==> src/rtl/adc_init_sequencer.sv <==
// rtl/adc_init_sequencer.sv - power-up SPI configuration sequencer for the external ADC
module adc_init_sequencer #(
    parameter int CLK_DIV       = 4,
    parameter int POWERUP_TICKS = 1000,
    parameter int N_WORDS       = 8,
    parameter int ADDR_W        = 3,
    parameter int CS_GAP_TICKS  = 8
) (
    input  logic              i_clock,
    input  logic              i_reset_n,
    input  logic              i_restart,
    output logic [ADDR_W-1:0] o_cfg_addr,
    input  logic [15:0]       i_cfg_data,
    output logic              o_spi_cs_n,
    output logic              o_spi_sclk,
    output logic              o_spi_mosi,
    output logic              o_busy,
    output logic              o_adc_init_done
);

    localparam logic [31:0]       PWR_LAST = 32'(POWERUP_TICKS - 1);
    localparam logic [31:0]       DIV_LAST = 32'(CLK_DIV - 1);
    localparam logic [31:0]       GAP_LAST = 32'(CS_GAP_TICKS - 1);
    localparam logic [ADDR_W-1:0] LAST_IDX = ADDR_W'(N_WORDS - 1);

    typedef enum logic [2:0] {
        S_POWERUP,
        S_FETCH,
        S_LOAD,
        S_SHIFT,
        S_GAP,
        S_DONE
    } state_t;

    state_t            state_q, state_d;
    logic [31:0]       cnt_q, cnt_d;
    logic [4:0]        bit_q, bit_d;      // 0..15 = bits on the wire, 16 = trailing hold phase
    logic [14:0]       shreg_q, shreg_d;  // bits still to be sent; bit 15 goes straight to MOSI
    logic [ADDR_W-1:0] idx_q, idx_d;
    logic              cs_n_q, cs_n_d;
    logic              sclk_q, sclk_d;
    logic              mosi_q, mosi_d;
    logic              busy_q, busy_d;
    logic              done_q, done_d;

    assign o_cfg_addr      = idx_q;
    assign o_spi_cs_n      = cs_n_q;
    assign o_spi_sclk      = sclk_q;
    assign o_spi_mosi      = mosi_q;
    assign o_busy          = busy_q;
    assign o_adc_init_done = done_q;

    // State and output registers; reset drops CS and SCLK to idle without a clock.
    always_ff @(posedge i_clock or negedge i_reset_n) begin
        if (!i_reset_n) begin
            state_q <= S_POWERUP;
            cnt_q   <= '0;
            bit_q   <= '0;
            shreg_q <= '0;
            idx_q   <= '0;
            cs_n_q  <= 1'b1;
            sclk_q  <= 1'b0;
            mosi_q  <= 1'b0;
            busy_q  <= 1'b0;
            done_q  <= 1'b0;
        end else begin
            state_q <= state_d;
            cnt_q   <= cnt_d;
            bit_q   <= bit_d;
            shreg_q <= shreg_d;
            idx_q   <= idx_d;
            cs_n_q  <= cs_n_d;
            sclk_q  <= sclk_d;
            mosi_q  <= mosi_d;
            busy_q  <= busy_d;
            done_q  <= done_d;
        end
    end

    // Next-state and next-output logic for the power-up / fetch / shift / gap sequence.
    always_comb begin
        state_d = state_q;
        cnt_d   = cnt_q;
        bit_d   = bit_q;
        shreg_d = shreg_q;
        idx_d   = idx_q;
        cs_n_d  = cs_n_q;
        sclk_d  = sclk_q;
        mosi_d  = mosi_q;
        busy_d  = busy_q;
        done_d  = done_q;
        case (state_q)
            S_POWERUP: begin
                busy_d = 1'b1;
                if (cnt_q == PWR_LAST) begin
                    cnt_d   = '0;
                    state_d = S_FETCH;
                end else begin
                    cnt_d = cnt_q + 32'd1;
                end
            end
            S_FETCH: begin
                // Address is already on o_cfg_addr; the ROM answers next cycle.
                state_d = S_LOAD;
            end
            S_LOAD: begin
                shreg_d = i_cfg_data[14:0];
                mosi_d  = i_cfg_data[15];
                cs_n_d  = 1'b0;
                bit_d   = '0;
                cnt_d   = '0;
                state_d = S_SHIFT;
            end
            S_SHIFT: begin
                if (cnt_q == DIV_LAST) begin
                    cnt_d = '0;
                    if (bit_q == 5'd16) begin
                        // Hold phase over: release CS with SCLK already low.
                        cs_n_d  = 1'b1;
                        mosi_d  = 1'b0;
                        state_d = S_GAP;
                    end else if (!sclk_q) begin
                        sclk_d = 1'b1;
                    end else begin
                        // Falling edge: advance MOSI except after bit0, which is held.
                        sclk_d = 1'b0;
                        bit_d  = bit_q + 5'd1;
                        if (bit_q != 5'd15) begin
                            mosi_d  = shreg_q[14];
                            shreg_d = {shreg_q[13:0], 1'b0};
                        end
                    end
                end else begin
                    cnt_d = cnt_q + 32'd1;
                end
            end
            S_GAP: begin
                if (cnt_q == GAP_LAST) begin
                    cnt_d = '0;
                    if (idx_q == LAST_IDX) begin
                        state_d = S_DONE;
                        busy_d  = 1'b0;
                        done_d  = 1'b1;
                    end else begin
                        idx_d   = idx_q + ADDR_W'(1);
                        state_d = S_FETCH;
                    end
                end else begin
                    cnt_d = cnt_q + 32'd1;
                end
            end
            S_DONE: begin
                if (i_restart) begin
                    state_d = S_POWERUP;
                    cnt_d   = '0;
                    idx_d   = '0;
                    busy_d  = 1'b1;
                    done_d  = 1'b0;
                end
            end
            default: begin
                state_d = S_POWERUP;
            end
        endcase
    end

endmodule

==> config.mk <==
export PLATFORM = sky130hd
export DESIGN_NAME = adc_init_sequencer
export DESIGN_NICKNAME = d
export VERILOG_FILES = /design/src/rtl/adc_init_sequencer.sv
export SDC_FILE = /design/constraint.sdc
export NUM_CORES = 1
export LEC_CHECK = 0
export CAP_MARGIN = 25
export CORE_UTILIZATION = 45
export CTS_BUF_LIST = sky130_fd_sc_hd__clkbuf_8 sky130_fd_sc_hd__clkbuf_16
export DETAILED_ROUTE_END_ITERATION = 7
export PLACE_DENSITY_LB_ADDON = 0.3
export SLEW_MARGIN = 20
export SYNTH_ARGS = -nofsm -noshare
export SYNTH_HDL_FRONTEND = slang
export SYNTH_SLANG_ARGS = --single-unit
==> constraint.sdc <==
create_clock -name i_clock -period 3.4 [get_ports i_clock]
set_clock_uncertainty 0.05 [all_clocks]
set_input_delay 0.68 -clock i_clock [delete_from_list [all_inputs] [get_ports i_clock]]
set_output_delay 0.68 -clock i_clock [all_outputs]
set_load 0.03 [all_outputs]
# Yosys cells after proc, flatten, opt, wreduce, memory -nomap -nowiden
# Cells that the tools add are included.
# word_totals
wordCells	93
inputBits	19
output_inout_bits	8
reg_bits	63
# op_classes
eq_ne	23
bitwise	1
n_reduce_logical	15
muxes	41
add_sub_neg	3
# op_table
cell	n
$pmux W32 S5	1
$mux W32	4
$mux W15	4
$add A32 B1 Y32 const B	1
$eq A32 B10 Y1 const B	1
$eq A32 B2 Y1 const B	1
$eq A32 B3 Y1 const B	1
$pmux W15 S2	1
$mux W3	8
$ne A2 B2 Y1 const B	10
$reduce_and A4 Y1	5
$pmux W3 S6	1
$mux W5	3
$mux W1	13
$pmux W5 S2	1
$reduce_and A5 Y1	2
$eq A3 B3 Y1 const B	3
$eq A3 B2 Y1 const B	2
$ne A3 B3 Y1 const B	2
$pmux W1 S2	3
$pmux W3 S2	1
$reduce_and A3 Y1	2
$add A5 B1 Y5 const B	1
$eq A5 B5 Y1 const B	1
other kinds (10)	11

# Depth between registers and ports, before layout
# Gate-level depths: netlist of the first run.
# depth
word_depth	6
depth_mapped	8
ltp_nobuf	8

# Worst setup path after synthesis of the first run
# OpenSTA, ideal clock, no wires.
# synth_path
path_kind	flip-flop to flip-flop
startpoint	register cnt_q[7]
endpoint	register shreg_q[10]
n_path_buf	2
stages_incl_launch_ff	8
synth_period_minus_slack_ps	2696
slack_ps	704
arrival_ps	2560
path_cell_list	dfrtp_1 or4_4 or4_1 or4_1 buf_6 buf_8 o211a_1 a211oi_2
# synth_between
elab_chain_len	3
# synth_lines
item	line	source
start: declaration	36	logic [31:0] cnt_q, cnt_d;
start signal: assignment	68	cnt_q <= cnt_d;
$eq A32 B2 Y1	115	if (cnt_q == DIV_LAST) begin
$ne A2 B2 Y1 (no line)	n/a	
$reduce_and A5 Y1 (no line)	n/a	
end signal: assignment	70	shreg_q <= shreg_d;
end: declaration	38	logic [14:0] shreg_q, shreg_d;
# Every way passes these cells.
# A chain may end at the register's enable or synchronous reset.

# Worst setup path after layout of the first run
# layout_path
startpoint	register cnt_q[6]
endpoint	register shreg_q[14]
# The elaborated chain is that of the path after synthesis.

==> results of run 1 <==
==> cells by family after synthesis <==
group / after synthesis / share of synthesized area, %
XOR/XNOR: 8 / 1.84
buffers and inverters: 45 / 5.08
AO/OA/AOI/OAI: 127 / 23.9
AND/OR/NAND/NOR: 166 / 24.7
multiplexers: 3 / 0.820
adder cells (fa/ha/maj): 7 / 2.30
flip-flops: 63 / 41.4
==> worst max-delay path, stage by stage, from the launching register on <==
cell	delay (ns)
dfrtp_1	0.44
or4_4	0.56
or4_1	0.52
or4_1	0.79
nor3_4	0.24
buf_4	0.19
a211oi_1	0.08
==> layer usage <==
layer	vias to the layer above	wire length, um
li1	1656	-
met5	-	0
met1	1682	4150
met3	14	455
met2	80	4340
met4	0	104
==> cell type report <==
type	instances	area share, %
Clock buffer	9	2.80
Clock inverter	7	1.81
Inverter	21	1.78
Multi-Input combinational cell	311	46.1
Sequential cell	63	35.6
Tap cell	105	2.97
Timing Repair Buffer	43	8.92
==> path summary, 6_finish.rpt <==
check,startpoint,end,slack [ns],depth (start not counted)
worst max-delay path,cnt_q[6]$_DFFE_PN0P_,shreg_q[14]$_DFFE_PN0P_,0.41,6
min in group i_clock,o_adc_init_done$_DFFE_PN0P_,o_adc_init_done$_DFFE_PN0P_,0.47,2
worst max register to register,cnt_q[6]$_DFFE_PN0P_,shreg_q[14]$_DFFE_PN0P_,0.41,6
worst min-delay path,i_reset_n,o_adc_init_done$_DFFE_PN0P_,0.22,1
worst min register to register,o_adc_init_done$_DFFE_PN0P_,o_adc_init_done$_DFFE_PN0P_,0.47,2
max in group asynchronous,i_reset_n,cnt_q[28]$_DFFE_PN0P_,2.33,3
==> cells in the mapped netlist (2+ instances only) <==
| cell | count |
|---|---|
| a211oi_1 | 7 |
| a211oi_2 | 7 |
| a21oi_1 | 17 |
| a22o_1 | 2 |
| a311o_1 | 4 |
| a31oi_1 | 2 |
| and2_1 | 2 |
| and3_1 | 5 |
| and3b_1 | 2 |
| and4_1 | 3 |
| buf_2 | 2 |
| clkbuf_1 | 18 |
| dfrtp_1 | 62 |
| ha_1 | 7 |
| inv_1 | 20 |
| mux2i_1 | 2 |
| nand2_1 | 28 |
| nand2b_1 | 6 |
| nand3_1 | 16 |
| nand4_1 | 15 |
| nor2_1 | 25 |
| nor2b_1 | 4 |
| nor3_1 | 10 |
| nor3b_1 | 4 |
| nor4_1 | 10 |
| o211a_1 | 15 |
| o211ai_1 | 2 |
| o21a_1 | 3 |
| o21ai_0 | 31 |
| o22ai_1 | 17 |
| o311ai_0 | 2 |
| o31ai_1 | 4 |
| o32ai_1 | 2 |
| or2_2 | 3 |
| or3_1 | 20 |
| or4_1 | 7 |
| xnor2_1 | 4 |
| xor2_1 | 4 |
==> stage by stage <==
stage	setup slack, ns	cell area, um2	power [mW]
3_5_place_dp	0.412	4210	0.830
2_1_floorplan	0.704	3810	0.786
6_report	0.411	4430	1.50
4_1_cts	0.401	4410	1.51
3_3_place_gp	0.463	4210	0.829
5_1_grt	0.289	4430	1.57
==> sequential cells by signal, indices dropped and copies added (netlist names) <==
signal	count
o_adc_init_done	1
state_q	3
o_spi_sclk	1
o_busy	1
o_spi_mosi	1
o_cfg_addr	3
o_spi_cs_n	1
bit_q	5
cnt_q	32
shreg_q	15
==> power by group <==
group	switching, mW	total (mW)	internal, mW
clock	0.337	0.683	0.346
sequential	0.00398	0.759	0.755
combinational	0.0272	0.0571	0.0298
total	0.368	1.50	1.13
==> results.py, run 1 <==
metrics = {
    "min_path": {
        "hold_path.class": "input pin to async pin",
    },
    "cts": {
        "cts_made_buffers": 9,
        "post_cts_buffers": 0,
        "cts_tree": "done",
        "cts_hold_buf": 0,
        "path_clk_slew_ns": 0.08,
        "cts-root-buf": "clkbuf_8",
        "cts_resized": 0,
        "clkLatencyLatePin_ns": 0.36,
        "ctsHtreeMaxLevel": 3,
        "cts.sinks": 63,
        "cts_buffer_depth": 2,
    },
    "job": {
        "max_cap_violations": 0,
    },
    "yosys": {
        "synth_cells": 419,
        "synth_edf_count": 0,
        "synthFlopType": "dfrtp_1",
        "seq_area_frac_synth_pct": 41.4,
        "synth_largest_area_cell": "dfrtp_1",
        "synth.avg_cell_area_um2": 9.10,
        "async_flop_share_pct": 100,
        "syn_nets": 445,
        "synth_area_um2": 3810,
        "synth_warnings": 0,
        "ys_types": 63,
        "synth_seq_cells": 63,
        "netlist_top_cells_area": "dfrtp_1 (41%), o21ai_0 (4.1%), o211a_1 (3.9%)",
        "yosysTopAreaCellShare_pct": 40.7,
    },
    "finish": {
        "num-nets-final": 475,
        "num_antenna_cells": 0,
        "final_util_pct": 53.9,
        "seqCellArea_um2": 1580,
        "final_cell_mix": "dfrtp_1 (62), o21ai_0 (31), nand2_1 (28)",
        "drive_gt1_share_pct": 11.0,
        "fillers": 750,
        "mostFrequentLayoutCell": "dfrtp_1",
        "finalNonFillerCells": 559,
        "area_delta_synth_final_pct": 16.1,
        "multi_input_area_um2": 2040,
    },
    "global_route": {
        "grt_start_max_net_pins": 43,
        "met3_usage_pct": 5.83,
        "gr-usage-met2_pct": 34.9,
        "grt.busiest_layer": "met2",
        "grt_pass1_wl_mm": 15.3,
        "grtUsageTotal_pct": 22.1,
        "grt-ovfl-total": 0,
        "use_met1_pct": 29.1,
        "grt_pass1_vias": 3240,
        "antenna_found_initial": 0,
    },
    "placement": {
        "dp_cells": 542,
        "hpwl_mm": 6.28,
        "gp_congestion": 0.869,
        "io_buffers": 26,
    },
    "power": {
        "p_leak_nw": 1.94,
        "p_per_area_nw_per_um2": 338,
        "vdd_drop_max_uv": 174,
    },
    "timing": {
        "hold_violations": 0,
        "tightest_slew_ns": 1.04,
        "grt_setup_unrepaired": "false",
        "period_needed_ns": 2.99,
        "max_freq_ghz": 0.335,
        "setup_tns_ns": 0,
        "whs_ns": 0.225,
        "setup_violations": 0,
        "maxSlewViolCount": 0,
        "min_period_over_period_pct": 87.9,
        "maxSlewHeadroom_pct": 29.9,
    },
    "critical_path": {
        "crit_type": "flop to flop",
        "arrival_ns": 3.18,
        "start_kind": "flop",
        "critPathCaptureType": "flop",
        "path_max_fanout": 16,
        "required_ns": 3.59,
    },
    "route": {
        "num_vias": 3432,
        "drc": 0,
        "drtIter0Drc": 177,
        "wl_per_cell_um": 16.2,
        "drt-vias-per-instance": 6.14,
        "antenna_left": 0,
        "dr.pass1.iters": 4,
        "finalWirelength_mm": 9.05,
    },
    "die": {
        "dieArea_um2": 8850,
        "core_um2": 8220,
        "io_pins": 27,
        "core.rowCount": 33,
        "start_util_pct": 46.4,
        "die_w_um": 94.1,
        "die_y_um": 94.1,
    },
    "status": {
        "status": "completed",
    },
}
(Power assumes the default switching activity.)
==> run 2, diff against run 1 <==
Settings changed: SLEW_MARGIN 20 to 5.
==> results of run 2 <==
No change in the layout: final DEF, timing and power equal those of run 1.
==> run 3, diff against run 2 <==
Clock period 3.4 ns to 2.8 ns, I/O delays scaled along.
==> run 3 against run 2 <==
Clock power up 27%; cell area rose by 3.4%; power rose by 24%; register-to-register slack got worse by 0.30 ns; utilization rose by 1.8 points; sequential power grew 21%; largest cell class unchanged; critical endpoint is now shreg_q[13]$_DFFE_PN0P_; combinational power grew 16%.
==> results.py, run 3 (synthesis results as in run 1) <==
metrics = {
    "route": {
        "drc": 0,
        "drtIter0Drc": 166,
        "wl_per_cell_um": 16.2,
        "drt-vias-per-instance": 6.12,
        "num_vias": 3530,
        "finalWirelength_mm": 9.33,
        "dr.pass1.iters": 6,
        "antenna_left": 0,
    },
    "global_route": {
        "grt_pass1_wl_mm": 15.9,
        "antenna_found_initial": 0,
        "grt_pass1_vias": 3358,
        "grtUsageTotal_pct": 23.0,
        "grt_start_max_net_pins": 37,
        "grt-ovfl-total": 0,
    },
    "min_path": {
        "hold_path.class": "input pin to async pin",
    },
    "cts": {
        "ctsHtreeMaxLevel": 3,
        "cts_made_buffers": 9,
        "cts-root-buf": "clkbuf_8",
        "clkLatencyLatePin_ns": 0.35,
        "cts.sinks": 63,
        "cts_buffer_depth": 2,
        "cts_tree": "done",
        "path_clk_slew_ns": 0.07,
        "cts_hold_buf": 0,
    },
    "finish": {
        "largest_reg_flops": 32,
        "regMostFlops": "cnt_q",
        "largestRegisters": "cnt_q x32, shreg_q x15, bit_q x5",
        "area_delta_synth_final_pct": 20.0,
        "num_antenna_cells": 0,
        "final_util_pct": 55.7,
        "num-nets-final": 493,
        "final_cell_mix": "dfrtp_1 (62), buf_4 (34), o21ai_0 (31)",
        "mostFrequentLayoutCell": "dfrtp_1",
        "drive_gt1_share_pct": 14.4,
    },
    "timing": {
        "setup_violations": 0,
        "setup_tns_ns": 0,
        "grt_setup_unrepaired": "false",
        "maxSlewViolCount": 0,
        "tightest_slew_ns": 1.00,
        "period_needed_ns": 2.69,
        "min_period_over_period_pct": 96.0,
        "max_freq_ghz": 0.372,
        "hold_violations": 0,
        "maxSlewHeadroom_pct": 32.5,
    },
    "critical_path": {
        "arrival_ns": 2.86,
        "required_ns": 2.98,
        "cp_cell_sequence": "or4_4 > or4_1 > or4_1 > buf_4 > nor3_4 > buf_4 > a211oi_2",
        "path_max_fanout": 16,
        "rrSetupSlack_ns": 0.11,
        "start_kind": "flop",
        "regToRegStartpoint": "cnt_q[7]$_DFFE_PN0P_",
        "critical-path-slowest-cell": "or4_4",
        "reg2reg_to": "shreg_q[13]$_DFFE_PN0P_",
        "critPathCaptureType": "flop",
        "reg2regPathDepth": 7,
        "cp-startpoint": "cnt_q[7]$_DFFE_PN0P_",
        "crit_type": "flop to flop",
        "max_stage_delay_ns": 0.56,
    },
    "placement": {
        "io_buffers": 26,
        "gp_congestion": 0.893,
        "hpwl_mm": 6.58,
    },
    "die": {
        "die_w_um": 94.1,
        "io_pins": 27,
        "core_um2": 8220,
        "dieArea_um2": 8850,
        "core.rowCount": 33,
        "die_y_um": 94.1,
        "start_util_pct": 46.4,
    },
    "power": {
        "vdd_drop_max_uv": 178,
        "p_leak_nw": 2.04,
        "p_per_area_nw_per_um2": 405,
    },
    "job": {
        "max_cap_violations": 0,
    },
    "status": {
        "status": "completed",
    },
}
## run 3: metrics by stage
step | cells | worst slack (ns) | hold slack [ns] | area, um2 | total power, mW
global placement | 561 | 0.163 | 0.439 | 4360 | 1.01
floorplan | 419 | 0.104 | 0.214 | 3810 | 0.954
finish | 577 | 0.113 | 0.255 | 4580 | 1.86
CTS | 577 | 0.0988 | 0.276 | 4570 | 1.87
detailed placement | 561 | 0.117 | 0.450 | 4360 | 1.01
global route | 577 | 0.00579 | 0.319 | 4580 | 1.92
## run 3: critical path, delay by kind of cell (launching register included)
| family | cells | cell delay [ns] |
|---|---|---|
| AOI/OAI and AO/OA | 1 | 0.08 |
| and+or+nand+nor | 4 | 1.66 |
| DFF | 1 | 0.38 |
| buffers and inverters | 2 | 0.40 |
## run 3: timing repair
| item | CTS | global route |
|---|---|---|
| endpoints found under the setup margin | 0 | 1 |
| gates resized for setup | 0 | 1 |
| buffers inserted | 0 | 0 |
## run 3: worst max path at each step
stage,end,slack [ns],cells past startpoint
finish,shreg_q[13]$_DFFE_PN0P_,0.11,7
global route,shreg_q[13]$_DFFE_PN0P_,0.006,7
CTS,shreg_q[2]$_DFFE_PN0P_,0.1,6
detailed placement,shreg_q[2]$_DFFE_PN0P_,0.12,6
global placement,cnt_q[15]$_DFFE_PN0P_,0.16,7
floorplan,shreg_q[10]$_DFFE_PN0P_,0.10,7
## run 3: area by class of cell
cell class	instances	area [um2]
clock buffer	9	124
clock inverter	7	88.8
fill	733	3640
inverter	21	78.8
multi-input combinational	311	2050
sequential	63	1580
tap	105	131
timing repair buffer	61	531
## run 3: per-layer routing
layer,routed length [um],share of wire (%),global-route usage (%),vias up
met1,4270,46,30.2,1728
met5,0,0,0,-
met3,371,4.0,3.16,16
met4,189,2.0,9.74,0
met2,4500,48,37.8,97
li1,-,-,-,1689
## run 3: report_power, final
part / total (mW) / switching (mW) / leakage [nW] / internal, mW
registers: 0.922 / 0.00486 / 0.807 / 0.918
logic: 0.0662 / 0.0328 / 1.13 / 0.0334
clock network: 0.867 / 0.372 / 0.106 / 0.495
